`src/rtl/seq_ctrl_pkg.sv`:
```
// seq_ctrl_pkg
//   Shared types and default constants for the seq_detect_ctrl block:
//   the controller state enum, default parameter values and the
//   reference 10101 pattern used by the fixed Mealy detectors.
package seq_ctrl_pkg;

    localparam int PAT_W_DEF = 5;   // pattern length in bits
    localparam int WIN_W_DEF = 8;   // window bit-counter width
    localparam int CNT_W_DEF = 4;   // match-counter width

    localparam logic [4:0] DEFAULT_PATTERN = 5'b10101;

    typedef enum logic [1:0] {
        IDLE = 2'd0,
        ARM  = 2'd1,
        RUN  = 2'd2,
        DONE = 2'd3
    } state_t;

endpackage

```
`src/rtl/seq_detect_ctrl_match.sv`:
```
// seq_match_core
//   Serial pattern matcher: keeps the last PAT_W-1 accepted bits and a fill
//   counter, and flags a match combinationally when the incoming bit
//   completes the pattern. In non-overlapping mode a match empties the fill
//   counter so the next match needs PAT_W fresh bits; in overlapping mode
//   the history keeps counting towards the next match.
//
// Ports
//   clk      in   rising-edge clock
//   reset    in   asynchronous active-high reset
//   clear    in   empty history and fill counter (controller ARM state)
//   shift    in   accept din this cycle
//   din      in   serial data bit
//   pattern  in   PAT_W  pattern, MSB is the oldest bit
//   overlap  in   1 = overlapping detection
//   match    out  din completes the pattern this cycle (Mealy)
module seq_match_core
    import seq_ctrl_pkg::*;
#(
    parameter int PAT_W = PAT_W_DEF
) (
    input  logic             clk,
    input  logic             reset,
    input  logic             clear,
    input  logic             shift,
    input  logic             din,
    input  logic [PAT_W-1:0] pattern,
    input  logic             overlap,
    output logic             match
);

    localparam int                FILL_W    = $clog2(PAT_W);
    localparam logic [FILL_W-1:0] FILL_FULL = FILL_W'(PAT_W - 1);

    logic [PAT_W-2:0]  history;
    logic [FILL_W-1:0] fill;
    logic [PAT_W-1:0]  window;

    // Oldest history bit lands in the pattern MSB, the live bit in the LSB.
    assign window = {history, din};
    assign match  = shift && (fill == FILL_FULL) && (window == pattern);

    always_ff @(posedge clk or posedge reset) begin
        // NOTE: state is updated with non-blocking assignments so every
        // register samples pre-edge values regardless of statement order.
        if (reset) begin
            history <= '0;
            fill    <= '0;
        end else if (clear) begin
            history <= '0;
            fill    <= '0;
        end else if (shift) begin
            history <= window[PAT_W-2:0];
            if (match && !overlap) begin
                fill <= '0;
            end else if (fill != FILL_FULL) begin
                fill <= fill + FILL_W'(1);
            end
        end
    end

endmodule

```
`src/rtl/seq_detect_ctrl.sv`:
```
// seq_detect_ctrl
//   Sequencing layer around seq_match_core. A start request arms the
//   matcher (configuration latched, counters cleared), then the matcher runs
//   over cfg_window valid bits, counting detections. At window end the count
//   and the sticky threshold flag are held with done until the next start.
//
//   Build option SEQ_EARLY_STOP_EN: when defined, reaching the threshold
//   ends the run at that bit instead of consuming the whole window.
//
// Ports
//   clk           in   rising-edge clock
//   reset         in   asynchronous active-high reset
//   din           in   serial data bit
//   din_valid     in   din is a new bit this cycle
//   start         in   single-cycle run request (honoured in IDLE and DONE)
//   cfg_pattern   in   PAT_W  pattern, MSB received first
//   cfg_overlap   in   1 = overlapping detection
//   cfg_window    in   WIN_W  valid bits per run
//   cfg_thresh    in   CNT_W  match threshold, 0 disables
//   busy          out  high in ARM and RUN
//   seq_detected  out  Mealy detect pulse
//   match_count   out  CNT_W  matches in the current or last run
//   thresh_hit    out  sticky threshold reached
//   done          out  run complete, held until next start
module seq_detect_ctrl
    import seq_ctrl_pkg::*;
#(
    parameter int PAT_W = PAT_W_DEF,
    parameter int WIN_W = WIN_W_DEF,
    parameter int CNT_W = CNT_W_DEF
) (
    input  logic             clk,
    input  logic             reset,
    input  logic             din,
    input  logic             din_valid,
    input  logic             start,
    input  logic [PAT_W-1:0] cfg_pattern,
    input  logic             cfg_overlap,
    input  logic [WIN_W-1:0] cfg_window,
    input  logic [CNT_W-1:0] cfg_thresh,
    output logic             busy,
    output logic             seq_detected,
    output logic [CNT_W-1:0] match_count,
    output logic             thresh_hit,
    output logic             done
);

    state_t state, state_next;

    // Shadow configuration, loaded in ARM so the run is isolated from cfg_*.
    logic [PAT_W-1:0] pattern_q;
    logic             overlap_q;
    logic [WIN_W-1:0] window_q;
    logic [CNT_W-1:0] thresh_q;

    logic [WIN_W-1:0] bit_cnt;
    logic [CNT_W-1:0] count_inc;
    logic             arming;
    logic             accept;
    logic             match;
    logic             last_bit;
    logic             thresh_set;
    logic             stop;

    assign arming = (state == ARM);
    assign accept = (state == RUN) && din_valid;

    seq_match_core #(
        .PAT_W (PAT_W)
    ) u_core (
        .clk     (clk),
        .reset   (reset),
        .clear   (arming),
        .shift   (accept),
        .din     (din),
        .pattern (pattern_q),
        .overlap (overlap_q),
        .match   (match)
    );

    assign seq_detected = match;

    // Saturating increment; thresh_set compares the post-increment value so
    // the flag rises on the edge that makes the count equal the threshold.
    assign count_inc  = (match_count == '1) ? match_count : match_count + CNT_W'(1);
    assign thresh_set = match && (thresh_q != '0) && (count_inc == thresh_q);
    assign last_bit   = accept && ((bit_cnt + WIN_W'(1)) == window_q);

`ifdef SEQ_EARLY_STOP_EN
    assign stop = last_bit || thresh_set;
`else
    assign stop = last_bit;
`endif

    always_comb begin
        // NOTE: every output of this block gets a default first, so no path
        // leaves one unassigned and no latch is inferred.
        state_next = state;
        busy       = 1'b0;
        done       = 1'b0;
        case (state)
            IDLE: begin
                if (start) state_next = ARM;
            end
            ARM: begin
                busy = 1'b1;
                // Decided on the value being latched this cycle.
                state_next = (cfg_window == '0) ? DONE : RUN;
            end
            RUN: begin
                busy = 1'b1;
                if (stop) state_next = DONE;
            end
            DONE: begin
                done = 1'b1;
                if (start) state_next = ARM;
            end
            default: state_next = IDLE;
        endcase
    end

    always_ff @(posedge clk or posedge reset) begin
        if (reset) begin
            state <= IDLE;
        end else begin
            state <= state_next;
        end
    end

    always_ff @(posedge clk or posedge reset) begin
        // NOTE: the shadow registers are reset too, even though ARM always
        // reloads them, so the block leaves reset in a fully known state.
        if (reset) begin
            pattern_q   <= '0;
            overlap_q   <= 1'b0;
            window_q    <= '0;
            thresh_q    <= '0;
            bit_cnt     <= '0;
            match_count <= '0;
            thresh_hit  <= 1'b0;
        end else if (arming) begin
            pattern_q   <= cfg_pattern;
            overlap_q   <= cfg_overlap;
            window_q    <= cfg_window;
            thresh_q    <= cfg_thresh;
            bit_cnt     <= '0;
            match_count <= '0;
            thresh_hit  <= 1'b0;
        end else if (accept) begin
            bit_cnt <= bit_cnt + WIN_W'(1);
            if (match) match_count <= count_inc;
            if (thresh_set) thresh_hit <= 1'b1;
        end
    end

endmodule
```
`config.mk`:
```
export PLATFORM = sky130hd
export DESIGN_NAME = seq_detect_ctrl
export DESIGN_NICKNAME = d
export VERILOG_FILES = /design/src/rtl/seq_ctrl_pkg.sv /design/src/rtl/seq_detect_ctrl_match.sv /design/src/rtl/seq_detect_ctrl.sv
export SDC_FILE = /design/constraint.sdc
export NUM_CORES = 1
export LEC_CHECK = 0
export CORE_ASPECT_RATIO = 1.1
export CORE_MARGIN = 4
export CORE_UTILIZATION = 40
export CTS_CLUSTER_SIZE = 40
export DETAILED_ROUTE_END_ITERATION = 16
export HOLD_SLACK_MARGIN = 0.06
export SYNTH_ARGS = -nofsm -noshare
export SYNTH_HDL_FRONTEND = slang
export SYNTH_SLANG_ARGS = --single-unit
export TNS_END_PERCENT = 50
```
`constraint.sdc`:
```
create_clock -name clk -period 2.1 [get_ports clk]
set_clock_uncertainty 0.05 [all_clocks]
set_input_delay 0.21 -clock clk [delete_from_list [all_inputs] [get_ports clk]]
set_output_delay 0.21 -clock clk [all_outputs]
set_load 0.01 [all_outputs]
```
# --- Word-level counts from Yosys, hierarchy flattened ---
# Index checks and enable logic that the tools add are counted.
word_totals:
  register_bits: 40
  latchBits: 0
  ram_bits: 0
  rom_bits: 0
  input_bits: 23
  out_inout_bits: 8
  elab_cells: 66
  memories: 0
classes:
  add_sub_neg: 3
  mul: 0
  div_mod_pow: 0
  order_cmp: 0
  eq_ne: 11
  shift: 0
  n_mux: 21
  n_bitwise: 0
  n_reduce_logical: 21
op_table:
  columns: ["cell", "count"]
  rows:
  - ["4-bit two-way mux", 6]
  - ["8-bit two-way mux", 2]
  - ["3-bit two-way mux", 4]
  - ["8-bit by 1-bit adder with 8-bit output, second input constant", 1]
  - ["8-bit == test", 1]
  - ["8-bit zero test", 1]
  - ["2-bit AND reduction", 4]
  - ["1-bit logical AND", 7]
  - ["1-bit two-way mux", 6]
  - ["2-bit one-hot mux with 3 select lines", 1]
  - ["2-bit nonzero test", 3]
  - ["5-bit == test", 1]
  - ["4-bit by 1-bit adder with 4-bit output, second input constant", 1]
  - ["2-bit == test, second input constant", 2]
  - ["4-bit == test", 1]
  - ["4-bit == test, second input constant", 1]
  - ["2-bit two-way mux", 2]
  - ["4-bit nonzero test", 1]
  - ["2-bit OR reduction", 2]
  - ["3-bit by 1-bit adder with 3-bit output, second input constant", 1]
  - ["3-bit == test, second input constant", 1]
  - ["3-bit inequality test, second input constant", 1]
  - ["3-bit nonzero test", 1]
  - ["2-bit by 1-bit == test with 1-bit output, second input constant", 1]
  - ["4 further kinds", 4]

# --- Logic depth before layout (Yosys ltp) ---
depth:
  word_depth: 9
  ltp_mapped: 8
  depth_no_buf: 7

# --- By module ---
# A second synthesis with hierarchy kept.
unflattened:
  cells_unflattened: 210
  area_unflattened_um2: 2240.9
modules_own_cells:
  columns: ["mod", "instances", "cells_per_inst", "area_per_inst_um2", "seq_area_each_um2"]
  rows:
  - ["seq_detect_ctrl", 1, 167, 1805.5, 825.8]
  - ["seq_match_core", 1, 43, 435.4, 175.2]

# --- Worst setup path after synthesis ---
# OpenSTA, ideal clock, no wires.
synth_path:
  path_kind: "register to register"
  start: "reg bit_cnt[0]"
  end: "reg state[1]"
  setup_ps: 121
  arrival_ps: 1718
  required_time_ps: 1929
  setup_slack_ps: 211
  path_stages_with_launch: 7
  path_buffers: 0
  synth_period_minus_slack_ps: 1889
  cell_sequence: "dfrtp_1 ha_1 nand3_2 or3_1 and4b_4 a31o_1 a22o_1"
synth_via:
  elab_chain_cells: 5
synth_lines:
  columns: ["element", "line_no", "rtl"]
  rows:
  - ["start: declaration", "seq_detect_ctrl.sv:56", "logic [WIN_W-1:0] bit_cnt;"]
  - ["start signal: assignment", "seq_detect_ctrl.sv:150", "bit_cnt <= bit_cnt + WIN_W'(1);"]
  - ["8-bit by 1-bit adder with 8-bit output", "seq_detect_ctrl.sv:87", "assign last_bit = accept && ((bit_cnt + WIN_W'(1)) == window_q);"]
  - ["8-bit == test", "seq_detect_ctrl.sv:87", null]
  - ["1-bit logical AND", "seq_detect_ctrl.sv:87", null]
  - ["2-bit inequality test (no source line)", null, null]
  - ["2-bit AND reduction (no source line)", null, null]
  - ["end signal: assignment", "seq_detect_ctrl.sv:126", "state <= state_next;"]
  - ["end: declaration", "seq_detect_ctrl.sv:48", "state_t state, state_next;"]
# Every way passes these cells.
# A chain may end at the register's enable or synchronous reset.

# --- Worst setup path after layout ---
layout_path:
  start: "reg state[0]"
  end: "out seq_detected"
layout_via:
  elab_chain_cells: 4
layout_lines:
  columns: ["element", "line_no", "rtl"]
  rows:
  - ["2-bit == test", "seq_detect_ctrl.sv:66", "assign accept = (state == RUN) && din_valid;"]
  - ["1-bit logical AND", "seq_detect_ctrl.sv:66", null]
  - ["1-bit logical AND (2 in a row)", "seq_detect_ctrl_match.sv:41", "assign match = shift && (fill == FILL_FULL) && (window == pattern);"]
  - ["end: declaration", "seq_detect_ctrl.sv:42", "output logic seq_detected,"]
# Every way passes these cells.

==> impl_metrics.py <==
metrics = {
    "worst_setup_path": {
        "r2r-start": "bit_cnt[1]",
        "worstPathArrival_ps": 1700,
        "r2r_slack_ps": 190,
        "crit_path_end_kind": "primary output",
        "worstSetupStartpoint": "state[0]",
        "cp_max_fo": 2,
        "crit_path_end": "seq_detected",
        "cp-start-kind": "flop",
        "critPathKind": "reg2out",
        "ff2ff_path_depth": 6,
        "r2r_end": "state[1]",
        "cp_data_required_time_ps": 1840,
    },
    "power": {
        "ir_worst_vdd_mv": 0.405,
        "powerDensity_mw_per_mm2": 1080,
        "power_mw": 2.96,
        "cellLeakagePower_nw": 1.19,
    },
    "floorplan": {
        "start_util": 0.424,
        "die_w_um": 78.4,
        "boundaryPins": 31,
        "fp-row-count": 27,
        "core-area_mm2": 0.00513,
        "die_area_mm2": 0.00670,
        "die_h_um": 85.4,
    },
    "yosys": {
        "ys_ff_latch": 40,
        "syn_nets": 242,
        "ys_warn_count": 0,
        "synth_top_cell_area_share": 0.459,
        "synth_cell_types": 39,
        "netlist_instances": 211,
        "syn_area_mm2": 0.00218,
        "synth_area_leaders": "dfrtp_1 (46%), mux2_2 (9.3%), xor2_1 (5.6%)",
        "synthArstFlopShare": 1.00,
        "yosysTopAreaCell": "dfrtp_1",
        "synth-edff-count": 0,
        "yosysSeqAreaShare": 0.459,
        "synth_area_per_cell_um2": 10.3,
        "synth_flop_cell": "dfrtp_1",
    },
    "clocking": {
        "insertion_delay_ps": 290,
        "numClockSinks": 40,
        "cts_root_buf": "clkbuf_8",
        "ctsHoldBuffers": 0,
        "cts_tree": "yes",
        "clk_pin_slew_worst_paths_ps": 80,
        "htree_num_levels": 2,
        "cts_buffers": 5,
        "cts_buffer_depth": 2,
    },
    "detailed_routing": {
        "drc": 0,
        "routed-via-count": 1638,
        "drt_iter0_drc": 73,
        "wl_um": 4260,
        "drtAntennaViolNets": 0,
        "drt-vias-per-instance": 5.01,
        "firstDrtPassIters": 4,
        "wl_per_cell_um": 13.0,
    },
    "placement": {
        "gp_congestion": 0.791,
        "port-buffer-count": 30,
        "place_ws_ps": -205,
        "dp_cells": 318,
        "dpl.hpwl_um": 3160,
    },
    "finish": {
        "fillers": 492,
        "final_common_cell": "dfrtp_1",
        "nNetsFinal": 285,
        "final_cell_mix": "dfrtp_1 (40), clkdlybuf4s50_1 (29), mux2_2 (18), nor2_1 (18), nand2_1 (18)",
        "antenna_cells": 0,
        "multi_input_area_mm2": 0.00111,
        "seq_area_mm2": 0.00100,
        "fin_cells": 327,
        "area_delta_synth_final_pct": 25.5,
        "drive_above_1_share": 0.184,
    },
    "run_status": {
        "status": "finished clean",
    },
    "timing": {
        "hold_viol": 0,
        "fmax_ghz": 0.510,
        "drv_slew": 0,
        "relSlewSlack": 0.661,
        "setup_slack_ps": 141,
        "setup_tns_ps": 0,
        "worstMarginPinSlew_ps": 508,
        "setup_viol": 0,
        "rsz0062_at_grt": "false",
        "period_share": 0.933,
        "period_needed_ps": 1960,
    },
    "global_route": {
        "grt_usage": 0.143,
        "grt_pass1_vias": 1675,
        "antenna_found_initial": 0,
        "grt_pass1_wl_um": 7580,
        "grt_start_max_net_pins": 41,
        "grt-ovfl-total": 0,
    },
    "hold_path": {
        "hold_class": "in2async",
    },
    "run": {
        "drv_cap": 0,
    },
}
==> logic make-up (layout without fill, tap and decap cells) <==
group / Yosys count / after routing / share of synthesized area
flops: 40 / 40 / 0.459
xor+xnor: 26 / 26 / 0.111
simple gates: 63 / 63 / 0.143
fa+ha+maj: 8 / 8 / 0.0459
mux: 22 / 22 / 0.111
compound gates: 33 / 33 / 0.0947
buf+inv: 19 / 63 / 0.0344
==> registers in the layout, indices dropped and copies added (netlist names) <==
| name | flops |
|---|---|
| u_core.history | 4 |
| bit_cnt | 8 |
| u_core.fill | 3 |
| pattern_q | 5 |
| state | 2 |
| window_q | 8 |
| overlap_q | 1 |
| match_count | 4 |
| thresh_hit | 1 |
| thresh_q | 4 |
==> cell type report <==
| type | count | area share |
|---|---|---|
| sequential | 40 | 0.366 |
| inverter | 11 | 0.0151 |
| multi-input combinational | 152 | 0.407 |
| tap | 72 | 0.0329 |
| clock buffer | 8 | 0.0329 |
| timing repair buffer | 44 | 0.146 |
==> critical path, cell delays in order, from the launching register on <==
cell	delay (ps)
dfrtp_1	390
inv_2	60
ha_2	170
nand4_1	120
nor4_2	190
buf_4	160
and3_1	180
buf_2	140
==> cells in the mapped netlist, types with 4 or more instances <==
library cell,number
a21oi_1,13
clkbuf_1,5
dfrtp_1,40
ha_1,8
inv_1,11
mux2_2,18
mux2i_1,4
nand2_1,18
nand3_1,7
nor2_1,18
o21ai_0,6
xnor2_1,11
xor2_1,14
==> worst min-delay path by stage <==
stage                  from           end  cells past startpoint
6_report              reset   thresh_q[2]                      3
5_1_grt               reset   thresh_q[0]                      3
4_1_cts               reset   thresh_q[2]                      3
3_5_place_dp    window_q[5]   window_q[5]                      1
3_3_place_gp   pattern_q[0]  pattern_q[0]                      1
2_1_floorplan   cfg_overlap     overlap_q                      2
==> through the flow <==
stage	hold slack (ps)	util	area, um^2
2_1_floorplan	281	-	2180
3_3_place_gp	465	0.513	2630
3_5_place_dp	470	0.513	2630
4_1_cts	306	0.532	2730
5_1_grt	371	0.533	2740
6_report	284	0.533	2740
==> routing by layer <==
metal / wire length, um / track usage
met1: 1960 / 0.179
met2: 2080 / 0.238
met3: 128 / 0.0308
met4: 85 / 0.0572
met5: 0 / 0
==> where the power goes <==
group          switching (mW)  leakage [nW]  total, mW  internal, mW
combinational           0.570         0.637       1.25         0.677
sequential              0.175         0.509       1.19          1.01
clock                   0.255        0.0455      0.523         0.268
total                    1.00          1.19       2.96          1.96
==> timing repair <==
item                       in CTS  in global routing
gates resized for setup         5                  2
pin swaps                       1                  1
setup buffers                   1                  0
setup endpoints to repair       1                  3
No activity file was read; power rests on OpenSTA's default activity.
